## src/rtl/reg_wb_stage.sv

```systemverilog
// ---------------------------------------------------------------------------
// reg_wb_stage
//
// Register write-back stage for the NanoMIPS datapath. It picks the
// register-file write data from NSRC flattened sources and registers the
// data, address and write enable. A write sourced from memory (slot MEM_IDX)
// that arrives before the memory data is valid parks the stage in WAIT_MEM.
// While parked, in_ready is low so the front end stalls. The wait is bounded
// by TIMEOUT cycles, after which err pulses and the write is dropped.
//
// Ports:
//   clk       - clock, all state updates on the rising edge
//   reset     - synchronous active-high reset
//   in_valid  - write request present
//   in_ready  - stage can accept a request this cycle (IDLE only)
//   in_sel    - source select (0 or out-of-range selects all-zero data)
//   in_waddr  - destination register address
//   src_data  - flattened sources, slot k at [k*WIDTH +: WIDTH]
//   mem_rdy   - memory data on slot MEM_IDX is valid this cycle
//   wb_en     - register-file write enable, one-cycle pulse
//   wb_addr   - register-file write address
//   wb_data   - register-file write data
//   err       - one-cycle pulse when a memory wait times out
// ---------------------------------------------------------------------------
module reg_wb_stage #(
    parameter int WIDTH            = 8,
    parameter int NSRC             = 5,
    parameter int SELW             = 3,
    parameter int ADDRW            = 4,
    parameter int MEM_IDX          = 2,
    parameter int TIMEOUT          = 15,
    parameter int ZERO_REG_PROTECT = 1
) (
    input  logic                  clk,
    input  logic                  reset,
    input  logic                  in_valid,
    output logic                  in_ready,
    input  logic [SELW-1:0]       in_sel,
    input  logic [ADDRW-1:0]      in_waddr,
    input  logic [NSRC*WIDTH-1:0] src_data,
    input  logic                  mem_rdy,
    output logic                  wb_en,
    output logic [ADDRW-1:0]      wb_addr,
    output logic [WIDTH-1:0]      wb_data,
    output logic                  err
);

    localparam int CNTW = $clog2(TIMEOUT + 1);

    localparam logic [0:0] IDLE     = 1'b0;
    localparam logic [0:0] WAIT_MEM = 1'b1;

    logic [0:0]       state;
    logic [CNTW-1:0]  count;
    logic [ADDRW-1:0] pend_addr;
    logic [WIDTH-1:0] sel_data;
    logic [WIDTH-1:0] mem_data;
    logic             sel_is_mem;
    logic             req_zero;
    logic             pend_zero;

    // Source decode: slot 0 is never read, so in_sel==0 and any select past
    // the last slot both fall through to the all-zero default.
    always_comb begin
        sel_data = '0;
        for (int k = 1; k < NSRC; k++) begin
            if (in_sel == SELW'(k)) begin
                sel_data = src_data[k*WIDTH +: WIDTH];
            end
        end
    end

    // The memory slot is tapped directly so a parked write can complete from
    // it regardless of what in_sel is doing while the stage is stalled.
    // Zero-register suppression is evaluated separately for the incoming
    // address and for the address captured when the wait started.
    always_comb begin
        mem_data   = src_data[MEM_IDX*WIDTH +: WIDTH];
        sel_is_mem = (in_sel == SELW'(MEM_IDX));
        req_zero   = (ZERO_REG_PROTECT != 0) && (in_waddr == '0);
        pend_zero  = (ZERO_REG_PROTECT != 0) && (pend_addr == '0);
    end

    // The handshake depends on state alone, so the front end never sees a
    // combinational path from mem_rdy or in_valid back to in_ready.
    always_comb begin
        in_ready = (state == IDLE);
    end

    // Main sequencer. wb_en and err default low each cycle so they can only
    // ever be single-cycle pulses; wb_addr/wb_data hold between writes.
    // In WAIT_MEM, mem_rdy is tested before the timeout compare so data
    // arriving on the final wait cycle still gets written.
    always_ff @(posedge clk) begin
        if (reset) begin
            state     <= IDLE;
            count     <= '0;
            pend_addr <= '0;
            wb_en     <= 1'b0;
            wb_addr   <= '0;
            wb_data   <= '0;
            err       <= 1'b0;
        end else begin
            wb_en <= 1'b0;
            err   <= 1'b0;
            case (state)
                IDLE: begin
                    if (in_valid) begin
                        if (sel_is_mem && !mem_rdy) begin
                            pend_addr <= in_waddr;
                            count     <= '0;
                            state     <= WAIT_MEM;
                        end else begin
                            wb_data <= sel_data;
                            wb_addr <= in_waddr;
                            wb_en   <= !req_zero;
                        end
                    end
                end
                WAIT_MEM: begin
                    if (mem_rdy) begin
                        wb_data <= mem_data;
                        wb_addr <= pend_addr;
                        wb_en   <= !pend_zero;
                        count   <= '0;
                        state   <= IDLE;
                    end else if (count == CNTW'(TIMEOUT - 1)) begin
                        err   <= 1'b1;
                        count <= '0;
                        state <= IDLE;
                    end else begin
                        count <= count + 1'b1;
                    end
                end
                default: begin
                    state <= IDLE;
                    count <= '0;
                end
            endcase
        end
    end

endmodule

```

## config.mk

```make
export PLATFORM = sky130hd
export DESIGN_NAME = reg_wb_stage
export DESIGN_NICKNAME = d
export VERILOG_FILES = /design/src/rtl/reg_wb_stage.sv
export SDC_FILE = /design/constraint.sdc
export NUM_CORES = 1
export LEC_CHECK = 0
export BUFFER_PORTS_ARGS = -buffer_cell sky130_fd_sc_hd__buf_2
export CORE_ASPECT_RATIO = 0.7
export CORE_MARGIN = 2
export CORE_UTILIZATION = 49
export CTS_BUF_LIST = sky130_fd_sc_hd__clkbuf_16
export CTS_CLUSTER_SIZE = 10
export DETAILED_ROUTE_END_ITERATION = 8
export GPL_ROUTABILITY_DRIVEN = 0
export PLACE_DENSITY = 0.84
export SLEW_MARGIN = 20
export SYNTH_ARGS = -nofsm -noshare
export SYNTH_HDL_FRONTEND = slang
export SYNTH_SLANG_ARGS = --single-unit
```

## constraint.sdc

```tcl
create_clock -name clk -period 3.76 [get_ports clk]
set_input_delay 0.188 -clock clk [delete_from_list [all_inputs] [get_ports clk]]
set_output_delay 0.188 -clock clk [all_outputs]
set_load 0.1 [all_outputs]
```

==> results.toml, run 1 <==
[timing]
fin_crit_sh_pct = 56.9
hold_viol = 0
fin_crit_ns = 2.14
hold_ws_ns = 0.206
worstMarginPinSlew_ns = 0.819
setup_tns_ns = 0
fin_skew_ns = 0.00329
rsz0062_at_grt = "no"
drv_slew = 0
max-slew-margin-rel_pct = 45.4
setup_viol = 0
fmax_mhz = 467

[routing]
wl_per_cell_um = 14.2
vias = 1369
wl_um = 3540
ant_nets = 0
firstDrtPassIters = 4
drt_iter0_drc = 75
post-route-drc-count = 0
via_per_inst = 5.50

[grt]
grt_pass1_wl_um = 5420
antenna_found_initial = 0
grt_max_degree = 33
gr-usage-all-layers_pct = 23.1
overflow = 0
grt_pass1_vias = 1136

[floorplanning]
coreArea_um2 = 2720
die_area_um2 = 3240
initial_utilization_pct = 50.3
dieHeight_um = 48.2
rows = 16
ios = 66
die_x_um = 67.2

[setup_path]
worst-path-buf-inv = 0
cp_cell_sequence = "nand2_1 -> a21oi_2 -> nor2_1 -> a211oi_2"
cpPeakStageDelay_ns = 0.80
cp_max_fo = 24
critPathTopFamily = "compound AO/OA/AOI/OAI gates"
worstPathArrival_ns = 2.33
crit_required_ns = 3.94
end_kind = "register"
cp-start-kind = "register"
crit_type = "reg2reg"
cp_slowest_cell = "dfxtp_1"

[cts]
ctsResizeCount = 0
cts_inserted_buffers = 3
cts_sinks = 23
path_clk_slew_ns = 0.06
clock_path_buffers = 2
htreeDepth = 1
cts_hold_buf = 0
cts_tree = "yes"
clk_latency_ns = 0.26
clockRootBuffer = "clkbuf_16"
cts_setup_buffers = 0

[synth]
yosysSeqAreaShare_pct = 33.6
ys_warn_count = 0
syn_area_um2 = 1370
synth_seq_cells = 23
syn-num-nets = 215
yosysUniqueCellTypes = 32
netlist_instances = 162
syn_avg_cell_area_um2 = 8.46

[finish]
fillers = 257
nets = 267
layout_commonest_cell = "buf_2"
ff_latch_area_um2 = 460
final_util_pct = 63.6
layout-drive-gt1-share_pct = 32.4
mostFrequentLayoutCells = "buf_2, dfxtp_1, a21oi_1, nand3b_1, nor2_1"
num_antenna_cells = 0
multi_input_area_um2 = 846
syn_to_final_growth_pct = 26.4

[power_and_ir_drop]
powerDensity_nw_per_um2 = 387
peakVddDrop_v = 0.000399
leakagePower_uw = 0.000752

[min_path]
hold_class = "in2reg"

[placement]
io_buffers = 57
dp_hpwl_um = 2550

[run_status]
outcome = "complete, no violations"

[run]
maxCapViolCount = 0
==> report_power, final <==
group | switching, uW | internal (uW)
clock network | 86.8 | 143
logic | 130 | 48.8
registers | 7.19 | 255
total | 224 | 447
==> layer usage <==
| layer | up-vias | GRT usage [%] | wire, um |
|---|---|---|---|
| met5 | - | 0 | 0 |
| met4 | 0 | 7.35 | 34 |
| met3 | 6 | 6.47 | 185 |
| met2 | 44 | 33.5 | 1550 |
| met1 | 625 | 33.4 | 1770 |
| li1 | 694 | - | - |
==> Yosys cell counts, drive strengths merged <==
master   number  area [um2]
a31oi         1        6.26
a2111oi       7        61.3
nor2b         1        6.26
nand3b       21         158
clkbuf        2        7.51
nor2         20        75.1
ha            2        25.0
mux2i        10         100
nor3          9        45.0
a2bb2oi       1        8.76
a211oi        5        57.6
o211a         1        10.0
a32o          1        10.0
o311ai        1        8.76
nor4b         1        23.8
buf           8        41.3
a211o         1        8.76
nand2b       11        68.8
nand3         3        20.0
inv           4        15.0
or4           1        7.51
a21oi        22         114
nand2         3        11.3
or2           1        6.26
nor4          1        6.26
dfxtp        23         460
a21o          1        7.51
==> registers in the layout, indices dropped and copies added (netlist names) <==
| name | cells |
|---|---|
| wb_addr | 4 |
| wb_data | 8 |
| pend_addr | 4 |
| count | 4 |
| err | 1 |
| state | 1 |
| wb_en | 1 |
==> worst paths after layout <==
kind / start / endpoint / slack (ns) / cells past startpoint
setup reg to reg: state$_SDFF_PP0_ / wb_addr[1]$_SDFFE_PP0P_ / 1.62 / 4
hold / removal: in_waddr[0] / pend_addr[0]$_SDFFE_PP0P_ / 0.21 / 3
hold reg to reg: wb_data[5]$_SDFFE_PP0P_ / wb_data[5]$_SDFFE_PP0P_ / 0.49 / 2
setup / recovery: state$_SDFF_PP0_ / wb_addr[1]$_SDFFE_PP0P_ / 1.62 / 4
==> stage by stage <==
| step | cells | power, uW | setup WS [ns] | area [um2] |
|---|---|---|---|---|
| after floorplan | 162 | 398 | 2.01 | 1370 |
| after global placement | 245 | 442 | 1.71 | 1650 |
| after detailed placement | 245 | 445 | 1.66 | 1650 |
| after CTS | 249 | 675 | 1.65 | 1730 |
| after global routing | 249 | 699 | 1.44 | 1730 |
| final | 249 | 671 | 1.62 | 1730 |
==> cell type report <==
type                            instances  share of cell area [%]
Sequential cell                        23                    26.6
Clock inverter                          1                   0.289
Inverter                                4                   0.867
Multi-Input combinational cell        125                    48.8
Tap cell                               36                    2.60
Clock buffer                            3                    4.34
Timing Repair Buffer                   57                    16.5
==> cell families (layout without fill, tap and decap cells) <==
kind of cell	after synthesis	in the layout	share of synthesized area (%)
flip-flops	23	23	33.6
buffers and inverters	14	65	4.66
AND/OR/NAND/NOR	72	72	31.2
adder cells (fa/ha/maj)	2	2	1.83
AO/OA/AOI/OAI	41	41	21.4
multiplexers	10	10	7.31
==> tightest hold or removal path: cells and delay by family <==
| kind | cells | cell delay (ns) |
|---|---|---|
| buffers and inverters | 1 | 0.10 |
| muxes | 1 | 0.06 |
| and+or+nand+nor | 1 | 0.08 |
(Power assumes the default switching activity.)
==> run 2: changes to the inputs <==
Settings changed: CORE_UTILIZATION 49 to 46, PLACE_DENSITY 0.84 to 0.8.
Clock period 3.76 ns to 2.1 ns, I/O delays scaled along.
==> run 2 against run 1 <==
First-iteration DRC count grew 13%. Design area grew 1.9%. Clock skew is 0.0011 ns higher. Register-to-register slack lost 1.1 ns. Critical path depth increased by 1. Non-clock buffer count rose by 4. Global-route usage down 2.6 points. Worst hold slack worse by 0.092 ns. Sequential power increased by 79%. Die area increased by 6.1%. Combinational power rose by 82%. Clock power rose by 84%. Critical path type unchanged. Largest power group unchanged.
==> results.toml, run 2 (synthesized netlist as in run 1, its figures left out) <==
[run_status]
outcome = "complete, no violations"

[finish]
layout_commonest_cell = "buf_2"
nets = 271
layout-drive-gt1-share_pct = 33.6
syn_to_final_growth_pct = 28.8
regMostFlops = "wb_data"
num_antenna_cells = 0
mostFrequentLayoutCells = "buf_2, dfxtp_1, a21oi_1, nand3b_1, nor2_1"
fillers = 241
multi_input_area_um2 = 846
largest_register_ffs = 8
ff_latch_area_um2 = 460

[cts]
clock_path_buffers = 2
cts_tree = "yes"
clockRootBuffer = "clkbuf_16"
cts_sinks = 23
cts_setup_buffers = 0
htreeDepth = 1
path_clk_slew_ns = 0.06
cts_hold_buf = 0
ctsResizeCount = 0
cts_inserted_buffers = 3
clk_latency_ns = 0.26

[timing]
drv_slew = 0
fmax_mhz = 616
fin_crit_sh_pct = 77.3
fin_crit_ns = 1.62
setup_tns_ns = 0
rsz0062_at_grt = "no"
setup_viol = 0
worstMarginPinSlew_ns = 0.530
fin_skew_ns = 0.00440
max-slew-margin-rel_pct = 63.7
hold_viol = 0
hold_ws_ns = 0.114

[placement]
dp_hpwl_um = 2630
io_buffers = 57

[grt]
antenna_found_initial = 0
overflow = 0
grt_pass1_vias = 1198
grt_max_degree = 29
gr-usage-all-layers_pct = 20.5
grt_pass1_wl_um = 5620

[min_path]
hold_depth = 3
hold_class = "in2reg"
holdPathEnd = "pend_addr[0]$_SDFFE_PP0P_"
holdCritStartpoint = "in_waddr[0]"

[routing]
post-route-drc-count = 0
vias = 1390
drt_iter0_drc = 85
ant_nets = 0
wl_per_cell_um = 13.9
via_per_inst = 5.49
firstDrtPassIters = 4
wl_um = 3520

[power_and_ir_drop]
powerDensity_nw_per_um2 = 690
peakVddDrop_v = 0.000691
leakagePower_uw = 0.000768

[setup_path]
crit_type = "reg2reg"
cp_cell_sequence = "buf_4 -> or2_2 -> a21oi_1 -> a2111oi_0 -> nor3_1"
r2r_setup_slack_ns = 0.48
cpPeakStageDelay_ns = 0.49
cp_max_fo = 21
end_kind = "register"
r2r_cells = 5
rr_endpoint = "wb_data[4]$_SDFFE_PP0P_"
crit_required_ns = 2.23
cp-start-kind = "register"
cp_slowest_cell = "a2111oi_0"
reg2reg_from = "state$_SDFF_PP0_"
crit_start = "state$_SDFF_PP0_"
worstPathArrival_ns = 1.75

[floorplanning]
initial_utilization_pct = 48.5
die_area_um2 = 3440
rows = 16
die_x_um = 69.2
ios = 66
dieHeight_um = 49.7
coreArea_um2 = 2820

[run]
maxCapViolCount = 0
[run 2: changes by cell type in the layout (fill, tap and decap cells not counted), sizes merged]
cell	delta
clkinvlp	+1
clkinv	-1
buf	+4
[run 2: layout make-up]
| class | count | area share [%] |
|---|---|---|
| clock buffers | 3 | 4.26 |
| clock inverters | 1 | 0.426 |
| inverters | 4 | 0.851 |
| multi-input cells | 125 | 47.9 |
| flip-flops and latches | 23 | 26.1 |
| well taps | 36 | 2.55 |
| repair buffers | 61 | 17.9 |
[run 2: how the worst max path moves through the flow]
stage / depth (start not counted) / endpoint / slack, ns
after floorplan: 5 / pend_addr[0]$_SDFFE_PP0P_ / 0.35
after global placement: 5 / wb_data[4]$_SDFFE_PP0P_ / 0.48
after detailed placement: 5 / wb_data[1]$_SDFFE_PP0P_ / 0.48
after CTS: 5 / wb_data[4]$_SDFFE_PP0P_ / 0.48
after global routing: 5 / wb_data[4]$_SDFFE_PP0P_ / 0.33
final: 5 / wb_data[4]$_SDFFE_PP0P_ / 0.48
[run 2: through the flow]
step	cell area (um2)	power, uW	util, %	setup slack [ns]	cells
2_1_floorplan	1370	713	-	0.350	162
3_3_place_gp	1680	798	59.6	0.476	249
3_5_place_dp	1680	801	59.6	0.484	249
4_1_cts	1760	1220	62.5	0.483	253
5_1_grt	1760	1260	62.5	0.329	253
6_report	1760	1220	62.5	0.476	253
[run 2: report_power, final]
part	leakage (uW)	switching (uW)	total, uW	internal [uW]
combinational	0.000543	234	326	91.7
sequential	0.000188	11.6	468	457
clock	0.0000371	165	423	258
total	0.000768	411	1220	807
[run 2: critical path, delay by kind of cell, from the launching register on]
family	cells	cell delay [ns]
AOI/OAI and AO/OA	2	0.55
buffers and inverters	1	0.25
and+or+nand+nor	2	0.32
DFF	1	0.36
[run 2: routing by layer]
layer  global-route usage (%)  vias up  share of wire, %
met3                     5.93        3               5.2
met1                     29.9      654                51
met4                     3.59        0              0.40
met5                        0        -                 0
li1                         -      700                 -
met2                     30.3       33                44
